===== src/rtl/online_quotient_converter.sv =====
// On-the-fly conversion of signed-digit quotient digits {-1,0,+1} into a
// two's-complement fraction, keeping Q and QM = Q - ulp so no adder is needed.
module online_quotient_converter #(
  parameter int DIGITS    = 64,
  parameter int CNT_WIDTH = 7
) (
  input  logic              clk,
  input  logic              asyn_reset,
  input  logic              enable_all,
  input  logic              start,
  input  logic              q_valid,
  input  logic [1:0]        q_value,
  output logic              busy,
  output logic              result_valid,
  input  logic              result_ready,
  output logic [DIGITS:0]   q_result,
  output logic              digit_error
);

  typedef enum logic [1:0] {
    S_IDLE    = 2'd0,
    S_CONVERT = 2'd1,
    S_DONE    = 2'd2
  } state_t;

  localparam logic [CNT_WIDTH-1:0] LAST_CNT = CNT_WIDTH'(DIGITS - 1);
  localparam logic [DIGITS:0]      ALL_ONES = '1;

  state_t               state_q, state_d;
  logic [DIGITS:0]      q_q, q_d;
  logic [DIGITS:0]      qm_q, qm_d;
  logic [CNT_WIDTH-1:0] cnt_q, cnt_d;
  logic [DIGITS:0]      res_q, res_d;
  logic                 err_q, err_d;

  logic                 dig_plus, dig_minus, dig_illegal;
  logic [DIGITS:0]      q_next, qm_next;
  logic                 unused_msb;

  // Shifting left discards the MSB of Q/QM; the sign comes from the digits.
  assign unused_msb = q_q[DIGITS] ^ qm_q[DIGITS];

  assign dig_plus    = (q_value == 2'b10);
  assign dig_minus   = (q_value == 2'b01);
  assign dig_illegal = (q_value == 2'b11);

  // Illegal code 11 falls through to the zero-digit update.
  always_comb begin
    q_next  = {q_q[DIGITS-1:0], 1'b0};
    qm_next = {qm_q[DIGITS-1:0], 1'b1};
    if (dig_plus) begin
      q_next  = {q_q[DIGITS-1:0], 1'b1};
      qm_next = {q_q[DIGITS-1:0], 1'b0};
    end else if (dig_minus) begin
      q_next  = {qm_q[DIGITS-1:0], 1'b1};
      qm_next = {qm_q[DIGITS-1:0], 1'b0};
    end
  end

  always_comb begin
    state_d = state_q;
    q_d     = q_q;
    qm_d    = qm_q;
    cnt_d   = cnt_q;
    res_d   = res_q;
    err_d   = err_q;
    case (state_q)
      S_IDLE: begin
        if (start) begin
          state_d = S_CONVERT;
          q_d     = '0;
          qm_d    = ALL_ONES;
          cnt_d   = '0;
          err_d   = 1'b0;
        end
      end
      S_CONVERT: begin
        if (q_valid) begin
          q_d   = q_next;
          qm_d  = qm_next;
          cnt_d = cnt_q + 1'b1;
          if (dig_illegal) err_d = 1'b1;
          if (cnt_q == LAST_CNT) begin
            state_d = S_DONE;
            res_d   = q_next;
          end
        end
      end
      S_DONE: begin
        if (result_ready) begin
          if (start) begin
            state_d = S_CONVERT;
            q_d     = '0;
            qm_d    = ALL_ONES;
            cnt_d   = '0;
            err_d   = 1'b0;
          end else begin
            state_d = S_IDLE;
          end
        end
      end
      default: state_d = S_IDLE;
    endcase
  end

  // Reset wins over enable_all; a low enable_all freezes everything.
  always_ff @(posedge clk) begin
    if (asyn_reset) begin
      state_q <= S_IDLE;
      q_q     <= '0;
      qm_q    <= ALL_ONES;
      cnt_q   <= '0;
      res_q   <= '0;
      err_q   <= 1'b0;
    end else if (enable_all) begin
      state_q <= state_d;
      q_q     <= q_d;
      qm_q    <= qm_d;
      cnt_q   <= cnt_d;
      res_q   <= res_d;
      err_q   <= err_d;
    end
  end

  assign busy         = (state_q == S_CONVERT);
  assign result_valid = (state_q == S_DONE);
  assign q_result     = res_q;
  assign digit_error  = err_q;

endmodule


===== config.mk =====
export PLATFORM = sky130hd
export DESIGN_NAME = online_quotient_converter
export DESIGN_NICKNAME = d
export VERILOG_FILES = /design/src/rtl/online_quotient_converter.sv
export SDC_FILE = /design/constraint.sdc
export NUM_CORES = 1
export LEC_CHECK = 0
export ABC_AREA = 1
export CORE_AREA = 2 2 145 147
export CTS_BUF_LIST = sky130_fd_sc_hd__clkbuf_8
export DETAILED_ROUTE_END_ITERATION = 16
export DIE_AREA = 0 0 147 149
export PLACE_DENSITY = 0.67
export SYNTH_ARGS = -nofsm -noshare
export SYNTH_HDL_FRONTEND = slang
export SYNTH_SLANG_ARGS = --single-unit

===== constraint.sdc =====
create_clock -name clk -period 1.4 [get_ports clk]
set_input_delay 0.21 -clock clk [delete_from_list [all_inputs] [get_ports clk]]
set_output_delay 0.21 -clock clk [all_outputs]
set_load 0.005 [all_outputs]

==> results of run 1 <==
area by class of cell:
| cell class | count | area, um^2 | area share |
|---|---|---|---|
| repair buffers | 203 | 2587 | 0.2015 |
| inverters | 84 | 325.3 | 0.02533 |
| multi-input cells | 842 | 4861 | 0.3785 |
| clock buffers | 39 | 536.8 | 0.04180 |
| flip-flops and latches | 203 | 4091 | 0.3186 |
| clock inverters | 21 | 92.59 | 0.007210 |
| well taps | 275 | 344.1 | 0.02680 |
| diodes | 1 | 2.502 | 0.0001949 |
registers in the layout, indices dropped and copies added (netlist names):
name / count
q_result: 65
q_q: 64
qm_q: 64
cnt_q: 7
state_q: 2
digit_error: 1
critical path: stages, from the launching register on:
cell and delay [ns]:
dfxtp_2 0.34, inv_4 0.07, buf_6 0.10, nand2_4 0.04, nand2_4 0.09, nand3_4 0.07
nor2_4 0.18, buf_8 0.18, buf_12 0.16, o21ai_0 0.14, o211ai_1 0.18
worst max-delay path by stage:
stage / startpoint / end / cells past startpoint
5_1_grt: state_q[1] / qm_q[9] / 10
2_1_floorplan: cnt_q[1] / q_result[13] / 7
3_5_place_dp: q_value[1] / q_q[23] / 10
6_report: state_q[1] / qm_q[9] / 10
3_3_place_gp: q_value[1] / q_q[23] / 10
4_1_cts: cnt_q[1] / q_result[44] / 8
synthesized netlist by cell type:
cell,count,area (um^2)
o211ai_1,63,473.0
nor3b_1,1,7.510
nand2_1,278,1044
inv_1,79,296.5
clkinv_1,1,3.750
buf_6,1,11.26
buf_4,16,120.1
nand4_1,66,412.9
inv_2,3,11.26
o21ai_0,178,890.9
nor2_2,2,12.51
buf_2,36,180.2
ha_1,4,50.05
nand3_1,77,385.4
nand2_2,1,6.260
nor3_2,1,10.01
buf_1,11,41.29
clkbuf_1,56,210.2
o21ai_1,16,80.08
inv_4,1,6.260
o21bai_1,1,7.510
dfxtp_1,203,4064
nor2_1,17,63.81
a21oi_1,137,685.7
power by group through the flow:
| stage | Clock (mW) | Sequential [mW] | Combinational [mW] |
|---|---|---|---|
| after floorplan | 0 | 6.14 | 1.01 |
| after detailed placement | 0 | 6.15 | 1.44 |
| after global placement | 0 | 6.15 | 1.42 |
| final | 5.03 | 6.04 | 2.46 |
| after global routing | 5.35 | 6.05 | 2.59 |
| after CTS | 5.04 | 6.03 | 1.87 |
layer usage:
metal  track usage  up-vias  wire length, um
met5             0        -                0
met4       0.08654        0             1156
met3       0.04985      109             2798
met2        0.3885      459            14640
met1        0.3329     4610            13960
li1              -     4528                -
through the flow:
stage / hold slack, ns / total power, mW
after floorplan: 0.4445 / 7.152
after global placement: 0.4527 / 7.573
final: 0.1953 / 13.53
after detailed placement: 0.4560 / 7.591
after CTS: 0.1688 / 12.93
after global routing: 0.2051 / 13.99
cells by family after synthesis:
logic type	Yosys count	share of synthesized area
buffers and inverters	204	0.09708
AND/OR/NAND/NOR	443	0.2140
AO/OA/AOI/OAI	395	0.2355
flip-flops	203	0.4479
adder cells (fa/ha/maj)	4	0.005516
what timing repair did:
action                     4_1_cts  5_1_grt
setup endpoints to repair      271      205
gates resized for setup        156      193
cloned                          15       24
pin swaps                        3       45
buffers inserted                18       18
==> results.toml, run 1 <==
[die]
die_w_um = 147
ios = 76
placementRows = 53
die_area_um2 = 21900
die_y_um = 149
initial_core_util = 0.4414
core_area_um2 = 20560

[setup_path]
r2r_slack_ns = -0.26
reg2reg_depth = 10
rr_startpoint = "state_q[1]"
required_ns = 1.84
crit_fanout = 15
start_kind = "register"
critPathKind = "register to register"
reg2reg_to = "qm_q[9]"
worstSetupEndpointType = "register"
arrival_ns = 2.09

[power]
leakage_nw = 5.145
power.internal_mw = 9.485
powerDensity_nw_per_um2 = 1054
comb_power_share = 0.182
swShare = 0.2990
p_sw_mw = 4.046
vdd_drop_max_mv = 0.5792
p_seq_frac = 0.446
pwr-share-clk = 0.372

[timing]
drv_slew = 0
period_needed_ns = 1.656
setup_viol = 204
worstMarginPinSlew_ns = 0.5791
skew_ns = 0.01566
rsz0062_at_grt = "yes"
fmax_mhz = 604.0
fin_ws_ns = -0.2557
slew_headroom = 0.6140
hold_viol = 0
fin_setup_tns_ns = -30.56
fin_crit_sh = 1.183

[cells_and_area]
finalInstanceArea_um2 = 12840
layout.nets = 1381
syn_to_final_growth_pct = 41.52
drive_above_1_share = 0.2435
layout.cells.most_common = "nand2_1"
final_core_util = 0.6247
n_fill_cell = 1740
fin_cells = 1668
mostFrequentLayoutCells = "nand2_1 (245), dfxtp_1 (183), o21ai_0 (134)"

[placement]
io_buffers = 75
detailedPlacementHpwl_um = 13800
place.gp.congestion = 0.7556
dp_slack_ns = -0.6022
post_dp_cell_area_um2 = 10380
dpl.cell_count = 1541

[worst_hold_path]
holdPathStages = 4
hold_end = "qm_q[0]"
hp-start = "asyn_reset"
min_path_type = "input port to register"

[logic_synthesis]
syn-num-nets = 1261
post_synth.cell_area_avg_um2 = 7.265
synthCells = 1249
synthesis.area_um2 = 9074
yosysSeqAreaShare = 0.4479
synthDistinctLibCells = 24
synth_seq_cells = 203
ys_warn_count = 0

[routing]
ant_nets = 0
routed_via_density = 5.819
routed_wirelength_um = 32550
vias = 9706
drt_iter0_drc = 935
first_pass_iters = 5
routedWlPerCell_um = 19.51
drc = 0

[outcome]
outcome = "finished with violations"
violations = "setup timing"

[global_routing]
grt_pass1_vias = 8507
grt_pass1_wl_um = 43870
grt_overflow = 0
antenna_found_initial = 1
track_usage = 0.2446
grt_max_degree = 61

[clock_tree]
root_buffer = "clkbuf_8"
tritoncts = "done"
insertion_delay_ns = 0.53
clk_pin_slew_ns = 0.07
cts_made_buffers = 35
ctsHoldBuffers = 0
cts.sinks = 203
clk_path_buf_depth = 3
cts.htree.levels = 2

[flow_run]
cap_violations = 0
Power figures use the tool's default switching activity.
==> run 2, diff against run 1 <==
- DONT_BUFFER_PORTS: default -> 1
- PLACE_DENSITY: 0.67 -> default
==> results.toml, run 2 (synthesis gave the netlist of run 1 again) <==
[cells_and_area]
drive_above_1_share = 0.3331
n_antenna_cell = 0
syn_to_final_growth_pct = 43.66
fin_cells = 1605
mostFrequentLayoutCells = "nand2_1 (201), dfxtp_1 (199), o21ai_0 (117)"
n_fill_cell = 1714
layout.cells.most_common = "nand2_1"
layout.nets = 1319
final_core_util = 0.6341
largest_reg_flops = 65

[setup_path]
critPathKind = "register to register"
arrival_ns = 2.02
r2r_slack_ns = -0.22
reg2reg_to = "q_result[44]"
worstSetupEndpointType = "register"
start_kind = "register"
endpoint = "q_result[44]"
rr_startpoint = "cnt_q[1]"
crit_path_start = "cnt_q[1]"
required_ns = 1.80
reg2reg_depth = 9
crit_fanout = 6

[power]
powerDensity_nw_per_um2 = 1068
vdd_drop_max_mv = 0.6502
leakage_nw = 4.844

[die]
initial_core_util = 0.4414
die_w_um = 147
ios = 76
core_area_um2 = 20560
die_y_um = 149
placementRows = 53
die_area_um2 = 21900

[routing]
routedWlPerCell_um = 18.57
vias = 9204
drc = 0
ant_nets = 0
drt_iter0_drc = 612
routed_wirelength_um = 29800
routed_via_density = 5.735
first_pass_iters = 6

[global_routing]
grt_pass1_vias = 8407
track_usage = 0.2406
grt_max_degree = 136
grt_overflow = 0
antenna_found_initial = 0
grt_pass1_wl_um = 43220

[timing]
skew_ns = 0.02206
fin_crit_sh = 1.155
setup_viol = 204
drv_slew = 0
rsz0062_at_grt = "yes"
fin_ws_ns = -0.2173
period_needed_ns = 1.617
slew_headroom = 0.6986
hold_viol = 134
fmax_mhz = 618.3
worstMarginPinSlew_ns = 0.4473
holdWs_ns = -0.2509

[placement]
place.gp.congestion = 0.7683
dpl.cell_count = 1480
detailedPlacementHpwl_um = 13940
io_buffers = 0

[clock_tree]
insertion_delay_ns = 0.54
tritoncts = "done"
cts_made_buffers = 36
cts.sinks = 203
root_buffer = "clkbuf_8"
cts.htree.levels = 2
ctsHoldBuffers = 2
clk_path_buf_depth = 3
clk_pin_slew_ns = 0.06

[outcome]
violations = "hold timing, setup timing"
outcome = "finished with violations"

[flow_run]
cap_violations = 0

[worst_hold_path]
min_path_type = "input port to register"
hp-start = "asyn_reset"
run 2: cell count changes in the layout (fill, tap and decap cells not counted), sizes merged, moves of 2 or more:
cell	before	now
dlymetal6s2s	2	0
inv	100	93
buf	114	120
clkdlybuf4s50	4	0
clkbuf	55	64
dlygate4sd2	67	0
dlygate4sd3	0	2
run 2: worst min path at each step:
stage	endpoint	depth (start not counted)	slack, ns
after floorplan	q_q[63]	2	0.44
after global placement	q_result[19]	1	0.29
after detailed placement	q_result[18]	1	0.29
after CTS	state_q[1]	1	-0.29
after global routing	state_q[1]	1	-0.28
final	state_q[1]	1	-0.25
run 2: report_power, final:
part           switching [mW]  total, mW  internal [mW]
registers              0.0823       6.05           5.96
logic                    1.36       2.43           1.07
clock network            2.45       5.44           2.99
total                    3.89       13.9           10.0
run 2: repair_timing:
action / 4_1_cts / 5_1_grt
hold endpoints to repair: 140 / 134
gates resized for setup: 111 / 289
pin swaps: 4 / 75
gates cloned: 17 / 18
buffers inserted: 26 / 10
setup endpoints to repair: 199 / 205
run 2: cell type report:
class	instances	area (um^2)	share of cell area
multi-input cells	842	5341	0.4098
flip-flops and latches	203	4071	0.3123
repair buffers	140	2240	0.1718
clock buffers	47	646.9	0.04963
well taps	275	344.1	0.02640
inverters	84	327.8	0.02515
clock inverters	14	63.81	0.004895
run 2: metal layers:
metal,global-route usage,up-vias,wire length [um]
li1,-,4407,-
met1,0.3254,4450,12960
met2,0.3815,279,13990
met3,0.04985,68,1936
met4,0.08990,0,908
met5,0,-,0
run 2: worst max-delay path: stages, from the launching register on:
cell and delay (ns):
dfxtp_2 0.36, ha_4 0.16, nand3_4 0.08, nor3_4 0.18, buf_12 0.14, nand3_4 0.11
buf_12 0.18, clkbuf_16 0.17, nand2_1 0.06, a21oi_1 0.06
run 2: metrics by stage:
stage | hold WS (ns) | worst slack, ns | power, mW | area (um^2) | TNS [ns]
2_1_floorplan | 0.4445 | -0.03690 | 7.152 | 9191 | -1.578
3_3_place_gp | 0.2903 | -0.1233 | 7.646 | 9888 | -9.914
3_5_place_dp | 0.2923 | -0.1810 | 7.657 | 9888 | -14.04
4_1_cts | -0.2884 | -0.1491 | 13.57 | 11610 | -13.76
5_1_grt | -0.2777 | -0.2860 | 14.47 | 13040 | -41.73
6_report | -0.2509 | -0.2173 | 13.92 | 13040 | -29.34
==> run 3, diff against run 2 <==
- DONT_BUFFER_PORTS: 1 -> default
- PLACE_DENSITY: default -> 0.67
==> results of run 3 <==
Final layout, timing and power as in run 1 (identical DEF).
